--- config.mk ---
export PLATFORM = sky130hd
export DESIGN_NAME = core_run_ctrl
export DESIGN_NICKNAME = d
export VERILOG_FILES = /design/src/rtl/core_dbg_pkg.sv /design/src/rtl/wrap_counter.sv /design/src/rtl/core_run_ctrl.sv
export SDC_FILE = /design/constraint.sdc
export NUM_CORES = 1
export LEC_CHECK = 0
export ABC_CLOCK_PERIOD_IN_PS = 4100
export CORE_ASPECT_RATIO = 0.7
export CORE_UTILIZATION = 40
export CTS_BUF_LIST = sky130_fd_sc_hd__clkbuf_16
export DETAILED_ROUTE_END_ITERATION = 10
export GPL_TIMING_DRIVEN = 0
export PLACE_DENSITY = 0.73
export SLEW_MARGIN = 30
export SYNTH_ARGS = -nofsm -noshare
export SYNTH_HDL_FRONTEND = slang
export SYNTH_SLANG_ARGS = --single-unit
--- constraint.sdc ---
create_clock -name clk -period 4.1 [get_ports clk]
set_input_delay 0.41 -clock clk [delete_from_list [all_inputs] [get_ports clk]]
set_output_delay 0.41 -clock clk [all_outputs]
set_load 0.02 [all_outputs]
--- src/rtl/core_dbg_pkg.sv ---
// Shared debug/run-control types for the RV32 core.
// State and halt-cause encodings used by the run controller.
package core_dbg_pkg;

  typedef enum logic [1:0] {
    HOLD   = 2'd0,
    RUN    = 2'd1,
    HALTED = 2'd2,
    STEP   = 2'd3
  } run_state_t;

  typedef enum logic [1:0] {
    CAUSE_NONE = 2'd0,
    CAUSE_REQ  = 2'd1,
    CAUSE_BP   = 2'd2,
    CAUSE_STEP = 2'd3
  } halt_cause_t;

endpackage

--- src/rtl/wrap_counter.sv ---
// Free-running enable-gated counter.
// Wraps modulo 2^WIDTH, async active-low clear.
module wrap_counter #(
  parameter int WIDTH = 32
) (
  input  logic             clk,
  input  logic             reset,
  input  logic             inc,
  output logic [WIDTH-1:0] count
);

  logic [WIDTH-1:0] count_q;
  logic [WIDTH-1:0] count_d;

  always_comb begin
    count_d = count_q;
    if (inc)
      count_d = count_q + WIDTH'(1);
  end

  always_ff @(posedge clk or negedge reset) begin
    if (!reset)
      count_q <= '0;
    else
      count_q <= count_d;
  end

  assign count = count_q;

endmodule

--- src/rtl/core_run_ctrl.sv ---
// Run/halt/step controller: gates PC advance and commit,
// handles breakpoints, single-step and perf counters.
module core_run_ctrl
  import core_dbg_pkg::*;
#(
  parameter int RESET_HOLD_CYCLES = 4,
  parameter int XLEN = 32
) (
  input  logic            clk,
  input  logic            reset,
  input  logic            halt_req,
  input  logic            resume_req,
  input  logic            step_req,
  input  logic            bp_en,
  input  logic [XLEN-1:0] bp_addr,
  input  logic [XLEN-1:0] pc,
  output logic            pc_en,
  output logic            commit_en,
  output logic            halted,
  output logic [1:0]      halt_cause,
  output logic [XLEN-1:0] cycle_cnt,
  output logic [XLEN-1:0] instret_cnt
);

  localparam int HW =
    (RESET_HOLD_CYCLES > 1) ? $clog2(RESET_HOLD_CYCLES) : 1;
  localparam logic [HW-1:0] HOLD_LAST = HW'(RESET_HOLD_CYCLES - 1);

  run_state_t  state_q, state_d;
  halt_cause_t cause_q, cause_d;
  logic [HW-1:0] hold_q, hold_d;
  logic skip_q, skip_d;
  logic bp_hit;
  logic run_ok;

  assign bp_hit = bp_en & (pc == bp_addr) & ~skip_q;
  assign run_ok = ~halt_req & ~bp_hit;

  always_comb begin
    state_d = state_q;
    cause_d = cause_q;
    hold_d  = hold_q;
    pc_en   = 1'b0;
    unique case (state_q)
      HOLD: begin
        hold_d = hold_q + HW'(1);
        if (hold_q == HOLD_LAST) begin
          if (halt_req) begin
            state_d = HALTED;
            cause_d = CAUSE_REQ;
          end else begin
            state_d = RUN;
          end
        end
      end
      RUN: begin
        pc_en = run_ok;
        if (halt_req) begin
          state_d = HALTED;
          cause_d = CAUSE_REQ;
        end else if (bp_hit) begin
          state_d = HALTED;
          cause_d = CAUSE_BP;
        end
      end
      HALTED: begin
        if (resume_req)
          state_d = RUN;
        else if (step_req)
          state_d = STEP;
      end
      STEP: begin
        pc_en   = 1'b1;
        state_d = HALTED;
        cause_d = CAUSE_STEP;
      end
      default: state_d = HOLD;
    endcase
  end

  // Skip lets a resumed breakpoint instruction execute once.
  always_comb begin
    skip_d = skip_q;
    if (pc_en)
      skip_d = 1'b0;
    else if (state_q == HALTED && (resume_req || step_req))
      skip_d = 1'b1;
  end

  always_ff @(posedge clk or negedge reset) begin
    if (!reset) begin
      state_q <= HOLD;
      cause_q <= CAUSE_NONE;
      hold_q  <= '0;
      skip_q  <= 1'b0;
    end else begin
      state_q <= state_d;
      cause_q <= cause_d;
      hold_q  <= hold_d;
      skip_q  <= skip_d;
    end
  end

  assign commit_en  = pc_en;
  assign halted     = (state_q == HALTED);
  assign halt_cause = cause_q;

  wrap_counter #(.WIDTH(XLEN)) u_cycle_cnt (
    .clk   (clk),
    .reset (reset),
    .inc   (state_q != HOLD),
    .count (cycle_cnt)
  );

  wrap_counter #(.WIDTH(XLEN)) u_instret_cnt (
    .clk   (clk),
    .reset (reset),
    .inc   (commit_en),
    .count (instret_cnt)
  );

endmodule
# Word-level counts from Yosys, hierarchy flattened
# Index checks and enable logic that the tools add are counted.
totals:
  reg_bits: 71
  input_bits: 70
  out_inout_bits: 69
  wordCells: 46
op_classes:
  n_addsub: 3
  eq_ne: 9
  muxes: 14
  bitwise_logic: 6
  reduce_logical: 8
op_table:
  columns: ["op", "n"]
  rows:
  - ["$add 32x1->32 const B", 2]
  - ["$eq 32x32->1", 1]
  - ["$mux 2", 9]
  - ["$pmux 2 s4", 1]
  - ["$eq 2x2->1 const B", 3]
  - ["$ne 3x3->1 const B", 2]
  - ["$pmux 2 s3", 1]
  - ["$ne 2x2->1 const B", 2]
  - ["$reduce_and 4->1", 1]
  - ["$reduce_bool 2->1", 2]
  - ["$and 1x1->1", 3]
  - ["$not 1->1", 3]
  - ["$reduce_and 3->1", 1]
  - ["$reduce_bool 3->1", 1]
  - ["$add 2x1->2 const B", 1]
  - ["$eq 2x1->1 const B", 1]
  - ["$logic_not 2->1", 1]
  - ["$mux 1", 2]
  - ["$pmux 1 s2", 1]
  - ["$logic_and 1x1->1", 1]
  - ["$logic_or 1x1->1", 1]

# Logic depth before layout (Yosys ltp)
# Gate-level depths: netlist (run 1).
logic_depth:
  word_depth: 7
  depth_mapped: 9
  mapped_depth_nobuf: 7

# By module
# Synthesis (run 1) repeated with hierarchy kept, for this count alone.
hier_totals:
  hier_cells: 330
  hier_area_um2: 3642.2
by_module_without_submodules:
  columns: ["module", "instances", "cells_each", "area_per_inst_um2", "seq_area_each_um2"]
  rows:
  - ["wrap_counter", 2, 123, 1448.9, 800.8]
  - ["core_run_ctrl", 1, 84, 744.5, 175.2]

# Worst setup path before layout (run 1)
# OpenSTA, ideal clock, no wires.
synth_path:
  kind: "input to output"
  from: "in pc[25]"
  to: "out pc_en"
  arrival_ns: 1.812
  slack_ns: 1.878
  cell_stages: 8
  n_path_buf: 2
  cell_sequence: "nor2b_1 a2111oi_2 o2111a_1 nand4_1 nor4_4 buf_6 nor2_2 buf_4"
synth_via:
  elab_chain_len: 6
synth_rtl:
  columns: ["element", "line_no", "rtl"]
  rows:
  - ["start: declaration", "core_run_ctrl.sv:16", "input logic [XLEN-1:0] pc,"]
  - ["$eq 32x32->1", "core_run_ctrl.sv:36", "assign bp_hit = bp_en & (pc == bp_addr) & ~skip_q;"]
  - ["$and 1x1->1 (2 in series)", "core_run_ctrl.sv:36", null]
  - ["$not 1->1", "core_run_ctrl.sv:37", "assign run_ok = ~halt_req & ~bp_hit;"]
  - ["$and 1x1->1", "core_run_ctrl.sv:37", null]
  - ["$pmux 1 s2", "core_run_ctrl.sv:44", "unique case (state_q)"]
  - ["end: declaration", "core_run_ctrl.sv:17", "output logic pc_en,"]
# No other way between the ends.

# Worst setup path after layout (run 1)
# Same ends and word-level chain as after synthesis.

==> insert_results.sql, run 1 <==
INSERT INTO impl_metrics (metric_group, metric, value, unit) VALUES
('synth', 'synthesis.area', '3730', 'µm²'),
('critical_path', 'required_time_of_the_critical_path', '3690', 'ps'),
('pwr', 'comb_power_share', '0.312', ''),
('critical_path', 'timing.reg2reg.worst_path_depth', '6', ''),
('synth', 'synth_net_count', '433', ''),
('cells_and_area', 'p_r_area_growth_vs_syn', '48.2', '%'),
('floorplanning', 'placement_row_count', '29', ''),
('critical_path', 'critPathMaxFanout', '10', ''),
('floorplanning', 'die-area', '9720', 'µm²'),
('clock_network', 'htreeDepth', '3', ''),
('job', 'max_cap_violations', '0', ''),
('cells_and_area', 'drive_gt1_frac', '0.0585', ''),
('routing', 'detailedRoute.firstIterationViolations', '130', ''),
('global_route', 'grt_pass1_wl', '16.1', 'mm'),
('clock_network', 'ctsHoldBuffers', '0', ''),
('cells_and_area', 'layout_commonest_cell', 'sky130_fd_sc_hd__clkdlybuf4s50_1', ''),
('sta', 'finalWorstPathRequiredPeriod', '3400', 'ps'),
('routing', 'post_drt_wl_per_cell', '14.8', 'µm'),
('synth', 'avgSynthCellArea', '10.4', 'µm²'),
('clock_network', 'cts-root-buf', 'sky130_fd_sc_hd__clkbuf_16', ''),
('synth', 'yosys_most_used_dff', 'sky130_fd_sc_hd__dfrtp_1', ''),
('critical_path', 'cp_data_arrival_time', '2990', 'ps'),
('clock_network', 'cts.repair_timing.setup_buffer_count', '0', ''),
('sta', 'clock_skew', '5.62', 'ps'),
('critical_path', 'crit_path_end_kind', 'primary output', ''),
('cells_and_area', 'final_core_util', '0.610', ''),
('sta', 'worst_slew_pin_slew', '535', 'ps'),
('pwr', 'intPower', '1.53', 'mW'),
('clock_network', 'cts-root-to-sink-buffers', '2', ''),
('pwr', 'netSwitchingFraction', '0.319', ''),
('floorplanning', 'floorplan.io_pins', '139', ''),
('pwr', 'power.static_leakage', '2.40', 'nW'),
('critical_path', 'timing.setup.critical_path_class', 'in -> out', ''),
('sta', 'setup-tns-final', '0', 'ps'),
('placed_design', 'placed_area', '5290', 'µm²'),
('status', 'result_of_the_run', 'finished, final reports clean', ''),
('pwr', 'clock_group_share_of_total_power', '0.292', ''),
('global_route', 'grt_start_max_net_pins', '41', ''),
('routing', 'detail_route.wirelength', '9.43', 'mm'),
('routing', 'first_pass_iters', '4', ''),
('global_route', 'gr-total-overflow', '0', ''),
('sta', 'clock.fmax', '294', 'MHz'),
('global_route', 'initial_antenna_violation_count', '0', ''),
('routing', 'remaining_drc_errors', '0', ''),
('clock_network', 'clk-insertion-delay-late', '330', 'ps'),
('pwr', 'total_switching_power', '717', 'µW'),
('pwr', 'power_density', '407', 'nW/µm²'),
('clock_network', 'cts_inserted_buffers', '9', ''),
('floorplanning', 'fp.dieW', '117', 'µm'),
('floorplanning', 'starting_density_of_the_core', '0.411', ''),
('placed_design', 'buffer_ports.inserted', '138', ''),
('synth', 'ys.warnings.count', '0', ''),
('synth', 'syn_inst', '360', ''),
('clock_network', 'tritoncts', 'done', ''),
('floorplanning', 'die_h', '82.8', 'µm'),
('sta', 'slew-limit-headroom', '0.643', ''),
('placed_design', 'numPlacedInstances', '623', ''),
('synth', 'postSynthRegisterBits', '71', ''),
('worst_hold_path', 'holdCritPathClass', 'in -> async', ''),
('sta', 'rsz_0062_raised_after_global_routing', 'false', ''),
('sta', 'final.period_utilization', '0.829', ''),
('sta', 'finalHoldViolations', '0', ''),
('cells_and_area', 'postLayoutCellArea', '5530', 'µm²'),
('cells_and_area', 'final_cells', '637', ''),
('placed_design', 'dp_hpwl', '7.33', 'mm'),
('cells_and_area', 'finalNetCount', '583', ''),
('synth', 'yosysSeqAreaShare', '0.476', ''),
('synth', 'postSynth.asyncResetShare', '1.00', ''),
('global_route', 'grt_usage', '0.207', ''),
('critical_path', 'critical_path.startpoint_type', 'input pin', ''),
('pwr', 'largest_voltage_drop_on_the_vdd_net', '0.000382', 'V');
-- registers in the layout (all words and copies together) (netlist names) --
| signal | flops |
|---|---|
| u_cycle_cnt.count | 32 |
| halt_cause | 2 |
| u_instret_cnt.count | 32 |
| state_q | 2 |
| skip_q | 1 |
| hold_q | 2 |
-- cells in the mapped netlist, types with 2 or more instances --
library cell | count | area, µm²
sky130_fd_sc_hd__buf_6 | 2 | 22.5
sky130_fd_sc_hd__and4_1 | 2 | 17.5
sky130_fd_sc_hd__dfrtp_1 | 71 | 1780
sky130_fd_sc_hd__nand3b_1 | 2 | 15.0
sky130_fd_sc_hd__buf_4 | 2 | 15.0
sky130_fd_sc_hd__nand3_1 | 24 | 120
sky130_fd_sc_hd__nor3_1 | 6 | 30.0
sky130_fd_sc_hd__xor2_1 | 59 | 517
sky130_fd_sc_hd__mux2_2 | 2 | 22.5
sky130_fd_sc_hd__or2_2 | 4 | 25.0
sky130_fd_sc_hd__a21oi_1 | 4 | 20.0
sky130_fd_sc_hd__clkbuf_1 | 3 | 11.3
sky130_fd_sc_hd__a211oi_1 | 2 | 15.0
sky130_fd_sc_hd__inv_1 | 6 | 22.5
sky130_fd_sc_hd__nand2_1 | 35 | 131
sky130_fd_sc_hd__o21ai_0 | 4 | 20.0
sky130_fd_sc_hd__or4_1 | 2 | 15.0
sky130_fd_sc_hd__nor2_2 | 2 | 12.5
sky130_fd_sc_hd__and3_1 | 9 | 56.3
sky130_fd_sc_hd__or3_1 | 2 | 12.5
sky130_fd_sc_hd__xnor2_1 | 35 | 307
sky130_fd_sc_hd__nand4_1 | 13 | 81.3
sky130_fd_sc_hd__nor2_1 | 20 | 75.1
sky130_fd_sc_hd__nor4_1 | 27 | 169
sky130_fd_sc_hd__nor2b_1 | 3 | 18.8
sky130_fd_sc_hd__ha_1 | 3 | 37.5
-- cells by family (layout without fill, tap and decap cells) --
group,after synthesis,count (layout),share of synthesized area
AO/OA/AOI/OAI,13,13,0.0238
buffers and inverters,15,168,0.0215
adder cells (fa/ha/maj),3,3,0.0101
flip-flops,71,71,0.476
XOR/XNOR,94,94,0.221
multiplexers,3,3,0.0101
AND/OR/NAND/NOR,161,161,0.238
-- through the flow --
| step | setup WS (ps) | power (mW) |
|---|---|---|
| 3_3_place_gp | 255 | 1.58 |
| 5_1_grt | 583 | 2.37 |
| 6_report | 702 | 2.25 |
| 3_5_place_dp | 665 | 1.60 |
| 2_1_floorplan | 1880 | 1.27 |
| 4_1_cts | 666 | 2.27 |
-- worst max-delay path, stage by stage --
cell	delay (ps)
sky130_fd_sc_hd__clkdlybuf4s50_1	450
sky130_fd_sc_hd__nor2b_1	160
sky130_fd_sc_hd__a2111oi_2	360
sky130_fd_sc_hd__o2111a_1	240
sky130_fd_sc_hd__nand4_1	130
sky130_fd_sc_hd__nor4_4	280
sky130_fd_sc_hd__buf_6	200
sky130_fd_sc_hd__nor2_2	80
sky130_fd_sc_hd__buf_4	150
sky130_fd_sc_hd__clkdlybuf4s50_1	530
-- layout make-up --
type / instances / area [µm²]
inverters: 6 / 22.5
plain buffers: 9 / 57.6
repair buffers: 139 / 1400
clock inverters: 5 / 18.8
clock buffers: 9 / 225
multi-input cells: 274 / 1870
flip-flops and latches: 71 / 1780
well taps: 124 / 155
fillers: 780 / 3540
-- power groups by stage --
stage	sequential [mW]	combinational (mW)	clock, mW
2_1_floorplan	0.961	0.312	0
6_report	0.891	0.703	0.657
5_1_grt	0.908	0.759	0.702
3_5_place_dp	0.900	0.705	0
4_1_cts	0.890	0.709	0.675
3_3_place_gp	0.896	0.683	0
-- metal layers --
layer / routed length, µm / GRT usage
met3: 398 / 0.0563
met5: 0 / 0
met4: 87 / 0.0555
met1: 4500 / 0.278
met2: 4440 / 0.331
-- final timing paths --
kind	from	endpoint	slack (ps)
max in group asynchronous	reset	u_cycle_cnt.count[19]	3490
worst max-delay path	pc[25]	pc_en	700
worst min-delay path	reset	u_instret_cnt.count[2]	60
worst max register to register	state_q[0]	u_instret_cnt.count[22]	1860
min in group clk	u_instret_cnt.count[31]	u_instret_cnt.count[31]	470
worst min register to register	u_instret_cnt.count[31]	u_instret_cnt.count[31]	470
(Power assumes the default switching activity.)
==> run 2, diff against run 1 <==
- ABC_CLOCK_PERIOD_IN_PS: 4100 -> 2800
- PLACE_DENSITY: 0.73 -> 0.76
- clock period: 4.1 -> 2.8 ns (I/O delays scaled with it)
==> run 2 against run 1 <==
Against the previous run: clock skew grew 1.5 ps; first-iteration DRC count grew 18%; sequential share of layout area shrank 0.51 points; routed wire length grew 0.15%; sequential power grew 47%; combinational power grew 45%; core utilization grew 0.98 points; critical path depth shrank 1; worst hold slack gained 330 ps; total power grew 51%.
==> insert_results.sql, run 2 (synthesis results as in run 1) <==
INSERT INTO impl_metrics (metric_group, metric, value, unit) VALUES
('status', 'result_of_the_run', 'finished, final reports clean', ''),
('critical_path', 'crit_path_max_delay_family', 'simple AND/OR/NAND/NOR gates', ''),
('pwr', 'relative_contribution_of_sequential_cells_to_total_power', '0.383', ''),
('sta', 'finalHoldViolations', '0', ''),
('routing', 'detail_route.wirelength', '9.44', 'mm'),
('global_route', 'gr-total-overflow', '0', ''),
('critical_path', 'critical_path.startpoint_type', 'flop', ''),
('critical_path', 'crit_path_end_kind', 'primary output', ''),
('job', 'max_cap_violations', '0', ''),
('global_route', 'first_global_vias', '3317', ''),
('routing', 'remaining_drc_errors', '0', ''),
('cells_and_area', 'final_cells', '643', ''),
('sta', 'finalWorstPathRequiredPeriod', '2620', 'ps'),
('pwr', 'largest_voltage_drop_on_the_vdd_net', '0.000482', 'V'),
('global_route', 'initial_antenna_violation_count', '0', ''),
('clock_network', 'clk_pin_slew_worst_paths', '50', 'ps'),
('critical_path', 'crit_chain', 'nand2b_1 -> a2111oi_2 -> o2111a_1 -> nand4_1 -> nor4_4 -> buf_6 -> nor2_2 -> buf_4 -> clkdlybuf4s15_2', ''),
('global_route', 'grt_start_max_net_pins', '48', ''),
('placed_design', 'final_gp_congestion', '0.814', ''),
('sta', 'slew-limit-headroom', '0.654', ''),
('pwr', 'power_density', '606', 'nW/µm²'),
('pwr', 'total_switching_power', '1.06', 'mW'),
('critical_path', 'cp_data_arrival_time', '2340', 'ps'),
('routing', 'vias_per_cell', '4.93', ''),
('pwr', 'total_power', '3.41', 'mW'),
('critical_path', 'crit_path_max_incr_delay', '370', 'ps'),
('cells_and_area', 'drive_gt1_frac', '0.0713', ''),
('routing', 'first_pass_iters', '4', ''),
('critical_path', 'timing.setup.critical_path_class', 'reg -> out', ''),
('critical_path', 'worst_path_max_delay_cell', 'sky130_fd_sc_hd__dfrtp_1', ''),
('global_route', 'grt_usage', '0.212', ''),
('routing', 'antenna_left', '0', ''),
('critical_path', 'critPathMaxFanout', '5', ''),
('sta', 'final.period_utilization', '0.937', ''),
('clock_network', 'cts-root-buf', 'sky130_fd_sc_hd__clkbuf_16', ''),
('sta', 'final_max_slew_viol_count', '0', ''),
('cells_and_area', 'layout_commonest_cell', 'sky130_fd_sc_hd__clkdlybuf4s50_1', ''),
('sta', 'rsz_0062_raised_after_global_routing', 'false', ''),
('floorplanning', 'placement_row_count', '29', ''),
('floorplanning', 'starting_density_of_the_core', '0.411', ''),
('clock_network', 'cts-root-to-sink-buffers', '2', ''),
('cells_and_area', 'diodes', '0', ''),
('critical_path', 'cp.buffers_inverters', '3', ''),
('sta', 'setup_viol', '0', ''),
('placed_design', 'dp_hpwl', '7.41', 'mm'),
('worst_hold_path', 'holdCritPathClass', 'in -> async', ''),
('routing', 'detailedRoute.firstIterationViolations', '153', ''),
('clock_network', 'cts_inserted_buffers', '9', ''),
('pwr', 'intPower', '2.34', 'mW'),
('floorplanning', 'core_area', '9070', 'µm²'),
('pwr', 'clock_group_share_of_total_power', '0.316', ''),
('cells_and_area', 'finalNetCount', '587', ''),
('sta', 'worst_slew_pin_slew', '518', 'ps'),
('sta', 'clock_skew', '7.09', 'ps'),
('clock_network', 'htreeDepth', '3', ''),
('cells_and_area', 'most_used_cells_in_the_layout_excluding_fill_and_tap_cells', 'sky130_fd_sc_hd__clkdlybuf4s50_1 (133), sky130_fd_sc_hd__dfrtp_1 (71), sky130_fd_sc_hd__xor2_1 (59)', ''),
('cells_and_area', 'p_r_area_growth_vs_syn', '50.6', '%'),
('floorplanning', 'die_h', '82.8', 'µm'),
('floorplanning', 'fp.dieW', '117', 'µm'),
('critical_path', 'rr_startpoint', 'skip_q', ''),
('clock_network', 'tritoncts', 'done', ''),
('sta', 'clock.fmax', '381', 'MHz'),
('clock_network', 'clock_sink_count', '71', ''),
('critical_path', 'critical_path_depth', '9', ''),
('routing', 'routed-via-count', '3168', ''),
('routing', 'post_drt_wl_per_cell', '14.7', 'µm'),
('critical_path', 'required_time_of_the_critical_path', '2520', 'ps'),
('pwr', 'power.static_leakage', '2.46', 'nW'),
('placed_design', 'buffer_ports.inserted', '138', ''),
('pwr', 'netSwitchingFraction', '0.312', ''),
('critical_path', 'crit_start', 'skip_q', ''),
('cells_and_area', 'final_core_util', '0.619', ''),
('pwr', 'comb_power_share', '0.301', ''),
('floorplanning', 'floorplan.io_pins', '139', ''),
('global_route', 'grt_pass1_wl', '16.4', 'mm'),
('floorplanning', 'die-area', '9720', 'µm²'),
('placed_design', 'numPlacedInstances', '623', ''),
('critical_path', 'timing.reg2reg.worst_path_depth', '10', ''),
('clock_network', 'clk-insertion-delay-late', '330', 'ps');
[run 2: what timing repair did]
item,4_1_cts,5_1_grt
endpoints found under the setup margin,2,2
pin swaps,3,4
buffers inserted,2,1
cloned,0,0
hold endpoints to repair,24,0
hold buffers,1,0
gates resized for setup,4,3
[run 2: final timing paths]
path | to | slack [ps]
worst min register to register | u_instret_cnt.count[31] | 470
worst max register to register | u_instret_cnt.count[10] | 510
max in group asynchronous | u_instret_cnt.count[23] | 1870
min in group clk | u_instret_cnt.count[31] | 470
worst min-delay path | u_cycle_cnt.count[19] | 390
worst max-delay path | pc_en | 180
[run 2: power by group through the flow]
stage                     sequential (mW)  clock (mW)  combinational [mW]
after floorplan                      1.41           0               0.457
after global placement               1.32           0               0.998
after detailed placement             1.32           0                1.03
after CTS                            1.30        1.09                1.04
after global routing                 1.33        1.14                1.12
final                                1.31        1.08                1.02
[run 2: metrics by stage]
stage / setup slack [ps] / instance area [µm²] / hold WS, ps / TNS, ps
after floorplan: 709 / 3730 / -15.6 / 0
after global placement: -925 / 5270 / 459 / -65700
after detailed placement: -335 / 5290 / 212 / -561
after CTS: 31.9 / 5600 / 402 / 0
after global routing: 3.41 / 5620 / 434 / 0
final: 175 / 5620 / 393 / 0
[run 2: routing by layer]
metal	part of all wire	vias to the layer above	GRT usage
met5	0	-	0
met4	0.017	0	0.0744
met3	0.041	18	0.0433
met2	0.47	79	0.344
met1	0.47	1508	0.283
li1	-	1563	-
[run 2: cell type report]
cell class	count	area, µm²
timing repair buffer	143	1440
buffer	9	57.6
tap	124	155
clock buffer	9	225
sequential	71	1780
fill	756	3450
inverter	6	22.5
multi-input combinational	274	1880
clock inverter	7	56.3
==> run 3, diff against run 2 <==
- CORE_ASPECT_RATIO: 0.7 -> 1.4
- CORE_MARGIN: default -> 3
==> run 3 against run 2 <==
Against the previous run: global-route usage decreased by 3.1 points; sequential power about the same; highest routed layer unchanged; cell count decreased by 2.6%.
==> insert_results.sql, run 3 (synthesis results as in run 1) <==
INSERT INTO impl_metrics (metric_group, metric, value, unit) VALUES
('sta', 'setup_viol', '0', ''),
('global_route', 'grt_pass1_wl', '15.1', 'mm'),
('critical_path', 'cp_data_arrival_time', '2350', 'ps'),
('floorplanning', 'fp.dieW', '87.6', 'µm'),
('placed_design', 'dp_hpwl', '7.24', 'mm'),
('clock_network', 'cts_inserted_buffers', '9', ''),
('sta', 'final.hold.worst_slack', '427', 'ps'),
('global_route', 'grt_start_max_net_pins', '43', ''),
('pwr', 'clock_group_share_of_total_power', '0.318', ''),
('floorplanning', 'core_area', '9030', 'µm²'),
('sta', 'clock.fmax', '381', 'MHz'),
('pwr', 'comb_power_share', '0.300', ''),
('sta', 'clock_skew', '10.6', 'ps'),
('cells_and_area', 'layout_commonest_cell', 'sky130_fd_sc_hd__clkdlybuf4s50_1', ''),
('sta', 'worst_slew_pin_slew', '506', 'ps'),
('cells_and_area', 'p_r_area_growth_vs_syn', '49.3', '%'),
('pwr', 'intPower', '2.34', 'mW'),
('pwr', 'power.static_leakage', '2.44', 'nW'),
('pwr', 'largest_voltage_drop_on_the_vdd_net', '0.000437', 'V'),
('sta', 'rsz_0062_raised_after_global_routing', 'false', ''),
('routing', 'remaining_drc_errors', '0', ''),
('critical_path', 'required_time_of_the_critical_path', '2520', 'ps'),
('sta', 'final.period_utilization', '0.938', ''),
('floorplanning', 'floorplan.io_pins', '139', ''),
('floorplanning', 'die-area', '10500', 'µm²'),
('clock_network', 'cts-root-to-sink-buffers', '2', ''),
('cells_and_area', 'diodes', '0', ''),
('clock_network', 'cts-root-buf', 'sky130_fd_sc_hd__clkbuf_16', ''),
('floorplanning', 'die_h', '120', 'µm'),
('critical_path', 'cp.buffers_inverters', '2', ''),
('critical_path', 'critPathMaxFanout', '5', ''),
('routing', 'post_drt_wl_per_cell', '14.7', 'µm'),
('worst_hold_path', 'holdCritPathClass', 'in -> async', ''),
('global_route', 'first_global_vias', '3269', ''),
('sta', 'slew-limit-headroom', '0.659', ''),
('placed_design', 'final_gp_congestion', '0.806', ''),
('pwr', 'total_switching_power', '1.06', 'mW'),
('global_route', 'gr-total-overflow', '0', ''),
('pwr', 'netSwitchingFraction', '0.311', ''),
('pwr', 'power_density', '610', 'nW/µm²'),
('routing', 'antenna_left', '0', ''),
('global_route', 'grt_usage', '0.181', ''),
('routing', 'vias_per_cell', '5.13', ''),
('floorplanning', 'placement_row_count', '41', ''),
('sta', 'final_max_slew_viol_count', '0', ''),
('clock_network', 'tritoncts', 'done', ''),
('routing', 'detailedRoute.firstIterationViolations', '154', ''),
('clock_network', 'clock_sink_count', '71', ''),
('cells_and_area', 'finalNetCount', '587', ''),
('global_route', 'initial_antenna_violation_count', '0', ''),
('critical_path', 'critical_path.startpoint_type', 'flop', ''),
('critical_path', 'crit_path_max_incr_delay', '370', 'ps'),
('critical_path', 'crit_path_end_kind', 'primary output', ''),
('critical_path', 'worst_path_max_delay_cell', 'sky130_fd_sc_hd__dfrtp_1', ''),
('routing', 'routed-via-count', '3212', ''),
('cells_and_area', 'most_used_cells_in_the_layout_excluding_fill_and_tap_cells', 'sky130_fd_sc_hd__clkdlybuf4s50_1 (135), sky130_fd_sc_hd__dfrtp_1 (71), sky130_fd_sc_hd__xor2_1 (59)', ''),
('clock_network', 'clk_pin_slew_worst_paths', '50', 'ps'),
('job', 'max_cap_violations', '0', ''),
('sta', 'finalHoldViolations', '0', ''),
('cells_and_area', 'drive_gt1_frac', '0.0713', ''),
('critical_path', 'crit_path_max_delay_family', 'simple AND/OR/NAND/NOR gates', ''),
('status', 'result_of_the_run', 'finished, final reports clean', ''),
('routing', 'detail_route.wirelength', '9.19', 'mm'),
('floorplanning', 'starting_density_of_the_core', '0.413', ''),
('pwr', 'relative_contribution_of_sequential_cells_to_total_power', '0.383', ''),
('critical_path', 'timing.setup.critical_path_class', 'reg -> out', ''),
('routing', 'first_pass_iters', '5', ''),
('clock_network', 'clk-insertion-delay-late', '330', 'ps'),
('sta', 'finalWorstPathRequiredPeriod', '2630', 'ps'),
('clock_network', 'htreeDepth', '3', ''),
('placed_design', 'buffer_ports.inserted', '138', ''),
('sta', 'setup-tns-final', '0', 'ps'),
('critical_path', 'crit_chain', 'nand2b_1 -> a2111oi_2 -> o2111a_1 -> nand4_1 -> nor4_4 -> buf_6 -> nor2_2 -> dlygate4sd2_1', '');
==> run 3: cell type report <==
type,instances,area [µm²]
fill,785,3460
multi-input combinational,274,1870
sequential,71,1780
timing repair buffer,143,1430
clock buffer,9,225
tap,107,134
buffer,9,57.6
clock inverter,7,55.1
inverter,6,22.5
==> run 3: timing repair <==
item / 4_1_cts / 5_1_grt
hold buffers: 1 / 0
pin swaps: 2 / 3
setup buffers: 2 / 1
hold endpoints to repair: 29 / 0
resized for setup: 4 / 1
setup endpoints to repair: 2 / 2
==> run 3: final timing paths <==
path	from	slack (ps)	to	depth (start not counted)
min reg2reg	u_instret_cnt.count[31]	470	u_instret_cnt.count[31]	1
min	reset	430	u_cycle_cnt.count[28]	2
max reg2reg	skip_q	480	u_instret_cnt.count[30]	10
max	skip_q	170	commit_en	8
min in group clk	u_instret_cnt.count[31]	470	u_instret_cnt.count[31]	1
max in group asynchronous	reset	1820	u_instret_cnt.count[18]	3
==> run 3: per-stage QoR <==
stage	total power [mW]	area, µm²	setup WS [ps]	cells	utilization
after detailed placement	2.35	5260	-352	606	0.583
after floorplan	1.86	3730	709	360	-
after global placement	2.32	5250	-920	605	0.581
after global routing	3.58	5570	18.8	626	0.617
after CTS	3.44	5570	20.4	625	0.617
final	3.40	5570	172	626	0.617
==> run 3: power by group through the flow <==
stage               Sequential [mW]  Combinational, mW  Clock, mW
global placement               1.31               1.01          0
detailed placement             1.32               1.03          0
global route                   1.32               1.11       1.15
CTS                            1.30               1.04       1.10
finish                         1.30               1.02       1.08
floorplan                      1.41              0.457          0
==> run 3: worst register-to-register path: stages (launching register included) <==
cell and delay [ps]:
sky130_fd_sc_hd__dfrtp_1 370, sky130_fd_sc_hd__nand2b_1 180, sky130_fd_sc_hd__a2111oi_2 340, sky130_fd_sc_hd__o2111a_1 230
sky130_fd_sc_hd__nand4_1 150, sky130_fd_sc_hd__nor4_4 210, sky130_fd_sc_hd__buf_4 150, sky130_fd_sc_hd__buf_4 100
sky130_fd_sc_hd__buf_2 200, sky130_fd_sc_hd__nor4_1 100, sky130_fd_sc_hd__xor2_1 150
==> run 3: routing by layer <==
layer	GRT usage	vias up	routed length, µm
met5	0	-	0
li1	-	1561	-
met1	0.202	1520	3530
met2	0.315	121	4740
met3	0.0654	10	789
met4	0.0576	0	136
